==> config.mk <==
export PLATFORM = sky130hd
export DESIGN_NAME = dut_binop_fifo_param
export DESIGN_NICKNAME = d
export VERILOG_FILES = /design/src/rtl/dut_binop_fifo_param.sv
export SDC_FILE = /design/constraint.sdc
export NUM_CORES = 1
export LEC_CHECK = 0
export ABC_AREA = 1
export CORE_MARGIN = 2
export CORE_UTILIZATION = 30
export CTS_BUF_LIST = sky130_fd_sc_hd__clkbuf_8
export DETAILED_ROUTE_END_ITERATION = 16
export SETUP_SLACK_MARGIN = 0.4
export SYNTH_ARGS = -nofsm -noshare
export SYNTH_HDL_FRONTEND = slang
export SYNTH_SLANG_ARGS = --single-unit
==> constraint.sdc <==
create_clock -name CLK -period 5.1 [get_ports CLK]
set_input_delay 1.275 -clock CLK [delete_from_list [all_inputs] [get_ports CLK]]
set_output_delay 1.275 -clock CLK [all_outputs]
set_load 0.05 [all_outputs]
==> src/rtl/dut_binop_fifo_param.sv <==
// Address-mapped A/B -> Y binary-operator FIFO pipeline. Includes a small
// synchronous FIFO used for all three queues, plus flush and occupancy counts.

module binop_fifo_buf #(
  parameter int DATA_W = 8,
  parameter int DEPTH  = 4,
  parameter int CNT_W  = 3
) (
  input  logic              clk,
  input  logic              rst,
  input  logic              flush,
  input  logic              push,
  input  logic              pop,
  input  logic [DATA_W-1:0] din,
  output logic [DATA_W-1:0] head,
  output logic [CNT_W-1:0]  cnt,
  output logic              full,
  output logic              empty
);
  localparam int PTR_W = (DEPTH > 1) ? $clog2(DEPTH) : 1;

  logic [DATA_W-1:0] mem [DEPTH];
  logic [PTR_W-1:0]  wr_ptr;
  logic [PTR_W-1:0]  rd_ptr;

  // Callers only push when not full and pop when not empty; flush wins over both.
  always_ff @(posedge clk or posedge rst) begin
    if (rst) begin
      wr_ptr <= '0;
      rd_ptr <= '0;
      cnt    <= '0;
    end else if (flush) begin
      wr_ptr <= '0;
      rd_ptr <= '0;
      cnt    <= '0;
    end else begin
      if (push) wr_ptr <= wr_ptr + PTR_W'(1);
      if (pop)  rd_ptr <= rd_ptr + PTR_W'(1);
      case ({push, pop})
        2'b10:   cnt <= cnt + CNT_W'(1);
        2'b01:   cnt <= cnt - CNT_W'(1);
        default: cnt <= cnt;
      endcase
    end
  end

  always_ff @(posedge clk) begin
    if (push && !flush) mem[wr_ptr] <= din;
  end

  assign head  = mem[rd_ptr];
  assign full  = (cnt == CNT_W'(DEPTH));
  assign empty = (cnt == '0);
endmodule

module dut_binop_fifo_param #(
  parameter int DATA_W = 8,
  parameter int DEPTH  = 4,
  parameter int OP_RST = 0,
  localparam int CNT_W = $clog2(DEPTH + 1)
) (
  input  logic              CLK,
  input  logic              RST,
  input  logic [2:0]        write_address,
  input  logic [DATA_W-1:0] write_data,
  input  logic              write_en,
  output logic              write_rdy,
  input  logic [2:0]        read_address,
  input  logic              read_en,
  output logic [DATA_W-1:0] read_data,
  output logic              read_rdy,
  output logic              a_full_n,
  output logic              b_full_n,
  output logic              y_empty_n
);
  typedef enum logic [1:0] {OP_OR, OP_AND, OP_XOR, OP_ADD} op_t;

  op_t               op;
  logic [1:0]        op_bits;
  logic [DATA_W-1:0] a_head, b_head, y_head, y_val;
  logic [CNT_W-1:0]  a_cnt, b_cnt, y_cnt;
  logic              a_full, b_full, y_full;
  logic              a_empty, b_empty, y_empty;
  logic              a_push, b_push, y_pop, ctrl_wr, flush, compute;

  assign a_full_n  = !a_full;
  assign b_full_n  = !b_full;
  assign y_empty_n = !y_empty;

  always_comb begin
    write_rdy = 1'b1;
    case (write_address)
      3'd4:    write_rdy = a_full_n;
      3'd5:    write_rdy = b_full_n;
      default: write_rdy = 1'b1;
    endcase
  end

  assign read_rdy = (read_address == 3'd3) ? y_empty_n : 1'b1;
  assign a_push   = write_en && write_rdy && (write_address == 3'd4);
  assign b_push   = write_en && write_rdy && (write_address == 3'd5);
  assign ctrl_wr  = write_en && (write_address == 3'd6);
  assign flush    = ctrl_wr && write_data[2];
  assign y_pop    = read_en && (read_address == 3'd3) && y_empty_n;
  assign compute  = !a_empty && !b_empty && !y_full;

  always_ff @(posedge CLK or posedge RST) begin
    if (RST) begin
      op <= op_t'(2'(OP_RST));
    end else if (ctrl_wr) begin
      op <= op_t'(write_data[1:0]);
    end
  end

  // ADD wraps naturally at DATA_W bits; the carry is simply dropped.
  always_comb begin
    y_val = a_head | b_head;
    case (op)
      OP_OR:   y_val = a_head | b_head;
      OP_AND:  y_val = a_head & b_head;
      OP_XOR:  y_val = a_head ^ b_head;
      OP_ADD:  y_val = a_head + b_head;
      default: y_val = a_head | b_head;
    endcase
  end

  binop_fifo_buf #(.DATA_W(DATA_W), .DEPTH(DEPTH), .CNT_W(CNT_W)) u_a (
    .clk(CLK), .rst(RST), .flush(flush), .push(a_push), .pop(compute),
    .din(write_data), .head(a_head), .cnt(a_cnt), .full(a_full), .empty(a_empty)
  );

  binop_fifo_buf #(.DATA_W(DATA_W), .DEPTH(DEPTH), .CNT_W(CNT_W)) u_b (
    .clk(CLK), .rst(RST), .flush(flush), .push(b_push), .pop(compute),
    .din(write_data), .head(b_head), .cnt(b_cnt), .full(b_full), .empty(b_empty)
  );

  binop_fifo_buf #(.DATA_W(DATA_W), .DEPTH(DEPTH), .CNT_W(CNT_W)) u_y (
    .clk(CLK), .rst(RST), .flush(flush), .push(compute), .pop(y_pop),
    .din(y_val), .head(y_head), .cnt(y_cnt), .full(y_full), .empty(y_empty)
  );

  assign op_bits = op;

  always_comb begin
    read_data = '0;
    case (read_address)
      3'd0: read_data = DATA_W'(a_full_n);
      3'd1: read_data = DATA_W'(b_full_n);
      3'd2: read_data = DATA_W'(y_empty_n);
      3'd3: read_data = y_empty_n ? y_head : '0;
      3'd4: read_data = DATA_W'(a_cnt);
      3'd5: read_data = DATA_W'(b_cnt);
      3'd6: read_data = DATA_W'(y_cnt);
      3'd7: read_data = DATA_W'(op_bits);
      default: read_data = '0;
    endcase
  end
endmodule

Word level (Yosys, flattened, before mapping)
Memory sizes are Yosys's and may differ from the RTL's.
Index checks and enable logic that the tools add are counted.
Word-level totals
  register bits: 23
  memory bits (writable): 96
  input port bits: 18
  logic and storage cells: 111
  memories: 3
Memories
  u_a.mem: depth 4, bits a word 8, read ports 1, clocked after memory_dff 0, wr ports 1, RTL line 22  | logic [DATA_W-1:0] mem [DEPTH];
  u_b.mem: depth 4, bits a word 8, read ports 1, clocked after memory_dff 0, wr ports 1, RTL line 22
  u_y.mem: depth 4, bits a word 8, read ports 1, clocked after memory_dff 0, wr ports 1, RTL line 22
Cells by class
  $add $sub $neg: 13
  equal/unequal tests: 22
  multiplexer cells: 29
  bitwise gates (word level): 3
  reductions and logical operators: 31
Operators with widths (number)
  8-bit case mux with 8 select lines: 1
  8-bit case mux with 4 select lines: 1
  3-bit equality test, second input constant: 10
  2-bit 2-to-1 mux: 12
  3-bit case mux with 2 select lines: 3
  2-bit by 1-bit adder with 2-bit output, second input constant: 6
  1-bit logical AND: 12
  3-bit zero test: 4
  2-bit equality test, second input constant: 5
  3-bit by 1-bit adder with 3-bit output, second input constant: 3
  3-bit 2-to-1 mux: 3
  3-bit nonzero test: 3
  3-bit by 1-bit subtractor with 3-bit output, second input constant: 3
  8-bit adder: 1
  8-bit bitwise AND: 1
  2-bit by 1-bit equality test with 1-bit output, second input constant: 4
  8-bit 2-to-1 mux: 1
  8-bit OR: 1
  2-bit nonzero test: 4
  8-bit bitwise XOR: 1
  1-bit zero test: 7
  1-bit 2-to-1 mux: 7
  3-bit by 2-bit equality test with 1-bit output, second input constant: 2
  3-bit by 1-bit equality test with 1-bit output, second input constant: 1
  other kinds (2): 2

Longest topological paths before layout
Gate-level depths: netlist (run 1).
  depth after elaboration: 8
  gate-level depth with buffers: 15

By module
A second synthesis (run 1) with hierarchy kept.
Second synthesis, totals
  cell total of the unflattened synthesis: 606
  area, all modules: 6269.8 µm²
By module, submodules not included
  binop_fifo_buf: instances 3, cells each 138, area each 1739.2 µm², seq. area each 1136.1 µm²
  dut_binop_fifo_param: instances 1, cells each 192, area each 1052.3 µm², seq. area each 50.0 µm²

Least setup slack after synthesis (run 1)
No wires, ideal clock.
  kind: input-to-output
  start: in read_address[1]
  end: out read_data[3]
  arrival time: 2.451 ns
  data required time: 3.825 ns
  path slack: 1.374 ns
  stages: 4
  path buffers: 0
  cells stage by stage: inv_1 nor3_4 nand2_4 a21oi_1
Between the ends
  longest elaborated chain between the ends: 2
  elaborated cells on any way between the ends: 9
  classes of those cells: 7 x eq/ne; 1 x mux; 1 x reduce/logical
Ends and longest elaborated chain
  start: declaration: RTL line 68  | input logic [2:0] read_address,
  3-bit equality test (tied with other cells): RTL line 146  | case (read_address)
  8-bit case mux with 8 select lines *: RTL line 146
  end: declaration: RTL line 70  | output logic [DATA_W-1:0] read_data,
Every way passes the cells marked *; elsewhere a longest branch is shown, timed or not.

Final worst setup path (run 1)
  start: in read_address[0]
  end: out read_data[7]
Same word-level chain as after synthesis.

==> results by stage, run 1 <==
CTS:
- Buffers inserted during clock tree synthesis total 17.
- In this run the clock root is driven by a sky130_fd_sc_hd__clkbuf_8.
- After clock tree synthesis, the clock-pin slew on the worst setup and hold paths is 0.07 ns.
- The setup fix buffers added after clock tree synthesis is 0.
- CTS saw 119 sinks.
- The longest clock path from root to sink contains 2 buffers.
- The clock tree from TritonCTS is built.
- The H-tree was split into 4 levels.
- The source-to-sink clock delay at the later pin of the worst-skew pair is 0.45 ns.
- For this design, the CTS-stage hold fixing added 0 buffers.

Setup path:
- The data required time of the worst path is around 3.8 ns.
- The worst setup path is captured at an output pin.
- The launch instance of the worst register-to-register path is u_a.rd_ptr[0].
- The setup path with the least slack is of type input pin to output pin.
- The slack of the worst reg-to-reg path is 1.67 ns.
- The number of cells on the worst reg-to-reg path is 11.
- Along the worst path, the maximum fanout reaches 8.
- The worst setup path is launched from an input pin.
- The data arrival time of the critical path is 3.30 ns.
- The endpoint of the lowest-slack register-to-register path is u_y.mem[0][4].

STA:
- On the final layout, the worst clock skew is between 0.015 and 0.02 ns.
- The slew at the pin closest to its max-slew limit is 1.026 ns.
- Static timing analysis puts the maximum clock frequency at approximately 0.22 GHz.
- The aggregate negative setup slack is 0 ns.
- Setup repair after global routing left no endpoint under its margin.
- The time the worst path needs with I/O delays and setup is between 4 and 5 ns.
- The final hold violation count is 0.
- After layout, the worst path uses 89.78% of the clock period.
- The worst-case hold slack is 0.4797 ns.
- The setup-violating endpoint count in the final report is 0.
- Measured against its own limit, the worst slew margin works out to 31.33%.
- The total count of max-transition violations in the final report is 0.

GRT:
- The number of antenna violations at the first check in global routing came to 0.
- The aggregate global routing overflow is 0.
- Global routing consumed, on the met1 layer, 15.75% of the routing resources.
- In the global route stage, met2 resource usage came out at a little over a fifth.
- Global routing used about an eighth of the available tracks across all layers.
- The most congested layer reported by global routing is met2.
- The pin count of the biggest net entering global routing is 24.
- The met3 layer usage reported by global route is 3.648%.
- The via count of the first global-routing pass is 3,974.
- The first global-routing pass estimated 20,970 um of wire.

Layout:
- In the final design database the tool counted roughly 670 nets.
- The number of antenna diodes in the final layout is 0.
- Fill cells in the final layout number slightly below 2k.
- The multi-input logic area is about 2100 sq um.
- Relative to the synthesized area, the layout overhead comes to 15.82%.
- The share of cells above drive strength 1 is 7.803%.
- Summing all flip-flop and latch instances after layout gives ~3500 sq um.

Route:
- In the routed design, unresolved DRC markers number 0.
- The routed layout has ~4.1k vias.
- The detail route stage leaves a number of antenna-violating nets equal to 0.
- After detailed routing, the total wire length is 12,840 um.
- The first detailed-routing pass ran for 5 iterations.
- Dividing the detail-routed via count by the number of cells gives 4.553.
- The wire length per cell is 14.38 um.
- The first routing iteration left 316 violations.

Floorplan:
- During I/O placement, the number of pins put on the boundary was 31.
- The die width is 145.1 um.
- The floorplan step set the die height to 145.1 um.
- For this configuration, the core starts out at a cell density of 30.58%.
- The area enclosed by the die boundary is 21,050 sq um.
- The number of placement rows is between 50 and 60.
- The core area is 19,530 sq um.

Logic synthesis:
- By count the netlist is led by 113 x sky130_fd_sc_hd__nand2_1, 96 x sky130_fd_sc_hd__edfxtp_1, 72 x sky130_fd_sc_hd__inv_1.
- The cell count after synthesis is 581.
- Sequential cells were found to cover 57.91% of the synthesized design area.
- During synthesis, Yosys emitted a total of 0 warnings.
- Among all flip-flop cells after synthesis, the most frequent one is sky130_fd_sc_hd__edfxtp_1.
- Among all cell types in the netlist, the one instantiated most often is sky130_fd_sc_hd__nand2_1.
- Yosys mapped a number of flops with a built-in enable equal to 96.
- After synthesis the netlist holds a flip-flop and latch count of 119.
- In this run the cell area of the synthesized design comes to about 6000 sq um.
- The netlist uses 41 different library cells.
- In the synthesized netlist the async set-or-reset flop fraction comes to approximately a fifth.
- The biggest area contributor in the post-synthesis netlist is sky130_fd_sc_hd__edfxtp_1.
- Yosys attributes the largest share of cell area to sky130_fd_sc_hd__edfxtp_1 48%, sky130_fd_sc_hd__dfrtp_1 9.6%, sky130_fd_sc_hd__nand2_1 7.1%, sky130_fd_sc_hd__ha_1 5.9%, sky130_fd_sc_hd__inv_1 4.5%.
- Dividing the synthesized area by the synthesized cell count gives 10.28 sq um.
- The synthesized netlist net count is 631.
- The area share of the largest cell type after synthesis is 48.27%.

Job:
- The number of violations of the max-capacitance limit is 0.

Hold path:
- In this run the worst hold path is classified as register to register.
- The launch point of the worst hold path is u_b.rd_ptr[1].
- Counting instances, the worst hold path has a depth of 1.
- The capture endpoint of the worst hold path is u_b.rd_ptr[1].

Placement:
- The final estimated routing congestion in global placement is 0.7823.
- The wire-length estimate of the detail-placed layout is 8969 um.
- The quantity of I/O buffers inserted on ports is 30.

Power:
- VDD sags by at most 221.2 uV.
- The ratio of total power to cell area is 641.1 nW/um^2.
- The overall power after layout is 4.434 mW.
- For this design the static power due to leakage is approximately 2.8 nW.

Run status:
- The run finished with clean final reports.
==> per-stage QoR <==
stage	cells	setup slack [ns]	area (sq um)	utilization (%)
final	893	0.5214	6917	35.42
after global routing	893	0.4031	6917	35.42
after CTS	893	0.4167	6909	35.38
after detailed placement	861	0.4208	6538	33.48
after global placement	861	0.4223	6538	33.48
after floorplan	581	1.374	5972	-
==> routing by layer <==
layer	vias up	share of wire, %
met1	1908	47
met2	82	48
met4	0	1.1
met5	-	0
li1	2062	-
met3	14	3.8
==> worst max-delay path, stage by stage <==
cell	delay, ns
sky130_fd_sc_hd__clkdlybuf4s50_1	0.59
sky130_fd_sc_hd__inv_2	0.09
sky130_fd_sc_hd__nor3_4	0.21
sky130_fd_sc_hd__nand2_4	0.15
sky130_fd_sc_hd__a21oi_1	0.16
sky130_fd_sc_hd__clkdlybuf4s50_1	0.82
==> final cells by class <==
type                    count  area share [%]
clock inverters            11           1.194
inverters                  78           4.305
clock buffers              21           4.179
multi-input cells         369           31.08
well taps                 265           4.794
repair buffers             30           4.450
flip-flops and latches    119           50.00
==> logic make-up after synthesis <==
logic type	share of synthesized area [%]
AND/OR/NAND/NOR	16.97
buffers and inverters	6.097
flip-flops	57.91
XOR/XNOR	0.4401
adder cells (fa/ha/maj)	7.207
AO/OA/AOI/OAI	11.38
==> where the power goes <==
group	total (mW)	internal, mW	leakage, nW	switching [mW]
clock	0.791	0.427	0.201	0.364
sequential	1.61	1.43	1.15	0.184
combinational	2.03	0.680	1.46	1.35
==> placed cells by master, fill, tap and decap left out, types with 21 or more instances in the layout <==
cell / instances
sky130_fd_sc_hd__edfxtp_1: 96
sky130_fd_sc_hd__dfrtp_1: 23
sky130_fd_sc_hd__o21ai_0: 39
sky130_fd_sc_hd__nand2_1: 113
sky130_fd_sc_hd__nor2_1: 56
sky130_fd_sc_hd__inv_1: 74
sky130_fd_sc_hd__ha_1: 28
sky130_fd_sc_hd__a21oi_1: 36
sky130_fd_sc_hd__clkbuf_8: 21
sky130_fd_sc_hd__nand3_1: 29
sky130_fd_sc_hd__clkdlybuf4s50_1: 27
==> state kept, by name, indices dropped and copies added (netlist names) <==
register and flops:
u_b.cnt 3, u_a.rd_ptr 2, op 2, u_b.mem 32, u_a.cnt 3, u_a.mem 32, u_y.mem 32, u_y.wr_ptr 2
u_b.rd_ptr 2, u_b.wr_ptr 2, u_y.rd_ptr 2, u_a.wr_ptr 2, u_y.cnt 3
==> worst max path at each step <==
stage / from / slack, ns / endpoint
after floorplan: read_address[1] / 1.37 / read_data[3]
after detailed placement: read_address[0] / 0.42 / read_data[2]
final: read_address[0] / 0.52 / read_data[7]
after global placement: read_address[0] / 0.42 / read_data[2]
after global routing: read_address[0] / 0.40 / read_data[5]
after CTS: read_address[0] / 0.42 / read_data[2]
==> timing repair <==
action	CTS	global route
setup endpoints to repair	0	3
hold endpoints to repair	0	0
gates resized for setup	0	3
Power figures use the tool's default switching activity.
==> run 2: changes to the inputs <==
==> constraint.sdc (replaced) <==
create_clock -name CLK -period 5.9 [get_ports CLK]
set_input_delay 1.475 -clock CLK [delete_from_list [all_inputs] [get_ports CLK]]
set_output_delay 1.475 -clock CLK [all_outputs]
set_load 0.05 [all_outputs]
==> results by stage, run 2 (same netlist as run 1, synthesis figures left out) <==
Setup path:
- The endpoint kind of the worst setup timing path is an output pin.
- For the worst setup path, the data arrival time is 3.60 ns.
- The peak fanout along the critical path is 5.
- Traced cell by cell, the critical path runs through clkdlybuf4s50_1, inv_1, nor3_1, nand2_1, nand2_1, a211oi_1, nand3_1, clkdlybuf4s50_1.
- In this run the worst setup path begins at read_address[2].
- For this design, the slowest cell found on the critical path is sky130_fd_sc_hd__clkdlybuf4s50_1.
- The setup path with the least slack is of type input pin to output pin.
- The launch instance of the worst register-to-register path is u_b.rd_ptr[0].
- The data required time of the worst path is approximately 4.4 ns.
- The critical path crosses 8 cells after its start point.
- The number of cells on the worst reg-to-reg path is 11.
- The endpoint of the lowest-slack register-to-register path is u_y.mem[2][4].
- The slack of the worst reg-to-reg path is 2.47 ns.
- The cell class contributing the biggest share of worst-path delay is buffers and inverters.
- Together, buffers and inverters on the worst path number 3.
- The worst setup path is launched from an input pin.
- In this design, the stage delay of the slowest critical-path cell is 0.80 ns.
- The capture point of the critical path is read_data[0].

STA:
- The final critical-path setup slack is between 0.8 and 0.9 ns.
- The final hold violation count is 0.
- Derived from the worst setup path, the maximum achievable clock frequency is between 0.15 and 0.2 GHz.
- In the finished design, the share of the clock period the worst path needs comes to 86.06%.
- The clock arrives with 0.01052 ns of skew.
- The worst-case hold slack is 0.4771 ns.
- The routed design could run at a clock period as short as 5.078 ns.
- Setup violations remaining at the end of the flow were counted as 0.
- The total count of max-transition violations in the final report came to 0.
- The aggregate negative setup slack is 0 ns.
- Setup repair after global routing left no endpoint under its margin.
- At the pin with the least slew margin, the transition time is 0.9362 ns.
- Measured against its own limit, the worst slew margin works out to 37.52%.

Hold path:
- In this run the most critical hold path is launched from u_b.rd_ptr[1].
- The worst hold path class is register to register.

CTS:
- Counting along the longest clock path gives a buffer depth of 2.
- Clock tree synthesis inserted a total of 17 buffers.
- The number of buffers inserted by hold repair at cts is 0.
- The setup fix buffers added after clock tree synthesis is 0.
- The clock tree from TritonCTS is built.
- The CTS clock-pin slew for the worst setup and hold paths is roughly 0.070 ns.
- The clock reaches the later pin of the worst-skew pair after between 0.4 and 0.5 ns.
- The master cell of the clock root buffer is sky130_fd_sc_hd__clkbuf_8.
- The H-tree was split into 4 levels.
- The number of clock sinks is 119.
- The number of instances resized during post-cts repair is 0.

Route:
- The total wire length after detailed routing is 12,700 um.
- The number of nets still failing antenna checks after routing is 0.
- The wire length per cell is ~14 um.
- The overall via count from detail_route is 4,013.
- The number of DRC markers in iteration 0 is a little under 300.
- The first TritonRoute pass finished after 4 iterations.
- After detailed routing, the number of remaining DRC violations is 0.
- Dividing the detail-routed via count by the number of cells gives 4.494.

GRT:
- The via count of the first global-routing pass is roughly 3.9k.
- Global routing consumed, over all layers together, between 10% and 20% of the routing resources.
- The global-route wire length before repair is 20,780 um.
- The number of antenna violations at the first check in global routing is 0.
- The aggregate global routing overflow is 0.
- The pin count of the biggest net entering global routing is 24.

Power:
- The clock network burns a little over a fifth of the power.
- Across the VDD grid, the largest voltage drop is 173.9 uV.
- The internal power is 2.361 mW.
- The analysis attributes to cell leakage a power of between 2 and 3 nW.
- The net load switching power is 1.627 mW.
- For this design the ratio of total power to cell area is 569.4 nW/um^2.
- The share of power burned in combinational logic is 43.7%.
- In this run switching power makes up about 41% of total power.
- In this run, flip-flops and latches consume 35.0% of the power.

Layout:
- At the end of the flow, the number of nets in the layout was roughly 670.
- The post-layout instance count excluding filler cells is 893.
- In the layout the commonest cells are 113 x sky130_fd_sc_hd__nand2_1, 96 x sky130_fd_sc_hd__edfxtp_1, 75 x sky130_fd_sc_hd__inv_1, 56 x sky130_fd_sc_hd__nor2_1, 39 x sky130_fd_sc_hd__o21ai_0.
- The final antenna diode count is 0.
- In the final layout, the registers with the most flip-flops are u_a.mem x32, u_b.mem x32, u_y.mem x32.
- The share of cells above drive strength 1 is 7.643%.
- After routing the design area is 7004 sq um.
- Leaving out fill and tap cells, the most frequent cell in the layout is sky130_fd_sc_hd__nand2_1.
- The number of fill cells is 1,948.
- The area growth from synthesis to layout is 17.28%.

Floorplan:
- The core area is 19,530 sq um.
- The number of placement rows is 51.
- The starting density of the core is 30.58%.
- Measured along the x axis, the die boundary spans between 100 and 150 um.
- The die outline height is 145.1 um.
- The die covers between 20,000 and 25,000 sq um.
- Pin placement for this block handled 31 I/O pins.

Placement:
- Prior to clock tree synthesis, the placed netlist has a worst setup slack of between 0.8 and 0.9 ns.
- The final estimated routing congestion in global placement is 0.7840.
- Once detailed placement completed, the half-perimeter wirelength came to 8987 um.
- During placement, the flow inserted port buffers numbering 30.
- The cell area reported after detailed placement is roughly 6500 sq um.
- The total placed cells including tap cells is 861.

Job:
- Across the run, the number of max-cap violations was 0.

Run status:
- The flow ran to the end, and the final reports show no timing, DRC or antenna violations.
## run 2: cell count changes in the layout (fill, tap and decap cells not counted)
cell / delta
sky130_fd_sc_hd__clkdlybuf4s50_1: +3
sky130_fd_sc_hd__bufinv_16: +4
sky130_fd_sc_hd__clkinv_2: -4
sky130_fd_sc_hd__inv_1: +1
sky130_fd_sc_hd__dlymetal6s2s_1: -3
sky130_fd_sc_hd__clkinv_4: -1
## run 2: area by class of cell
type | instances | area (sq um) | share of cell area, %
Clock inverter | 11 | 177.7 | 2.537
Tap cell | 265 | 331.6 | 4.734
Multi-Input combinational cell | 369 | 2150 | 30.69
Inverter | 78 | 297.8 | 4.252
Sequential cell | 119 | 3458 | 49.37
Timing Repair Buffer | 30 | 300.3 | 4.287
Clock buffer | 21 | 289.0 | 4.126
## run 2: power by group through the flow
stage / clock (mW) / sequential [mW] / combinational (mW)
after CTS: 0.864 / 1.39 / 1.77
after global routing: 0.898 / 1.43 / 2.00
after global placement: 0 / 1.41 / 1.73
final: 0.849 / 1.39 / 1.74
after floorplan: 0 / 1.32 / 1.39
after detailed placement: 0 / 1.41 / 1.76
## run 2: metrics by stage
stage	total power, mW	util [%]
detailed placement	3.174	33.48
global placement	3.144	33.48
CTS	4.029	35.87
finish	3.988	35.87
floorplan	2.701	-
global route	4.327	35.87
## run 2: worst min-delay path by stage
stage / end / slack [ns] / depth (start not counted)
after floorplan: u_a.rd_ptr[1] / 0.44 / 1
after global placement: u_b.rd_ptr[1] / 0.46 / 1
after detailed placement: u_b.rd_ptr[1] / 0.47 / 1
after CTS: u_b.rd_ptr[1] / 0.48 / 1
after global routing: u_b.rd_ptr[1] / 0.52 / 1
final: u_b.rd_ptr[1] / 0.48 / 1
## run 2: layer usage
metal  vias to the layer above  global-route usage, %  part of all wire [%]
li1                       2065                      -                     -
met1                      1876                  16.59                    48
met2                        60                  20.36                    48
met3                        12                  3.050                   3.5
met4                         0                  4.412                   1.2
met5                         -                      0                     0
## run 2: worst register-to-register path: stages, from the launching register on
cell	delay [ns]
sky130_fd_sc_hd__dfrtp_1	0.74
sky130_fd_sc_hd__clkinv_1	0.68
sky130_fd_sc_hd__nand2_1	0.20
sky130_fd_sc_hd__a32oi_1	0.14
sky130_fd_sc_hd__ha_1	0.27
sky130_fd_sc_hd__fa_1	0.42
sky130_fd_sc_hd__nand2_1	0.10
sky130_fd_sc_hd__nor2_1	0.04
sky130_fd_sc_hd__o21ai_0	0.18
sky130_fd_sc_hd__a21oi_1	0.09
sky130_fd_sc_hd__o21ai_0	0.09
sky130_fd_sc_hd__o211ai_1	0.19
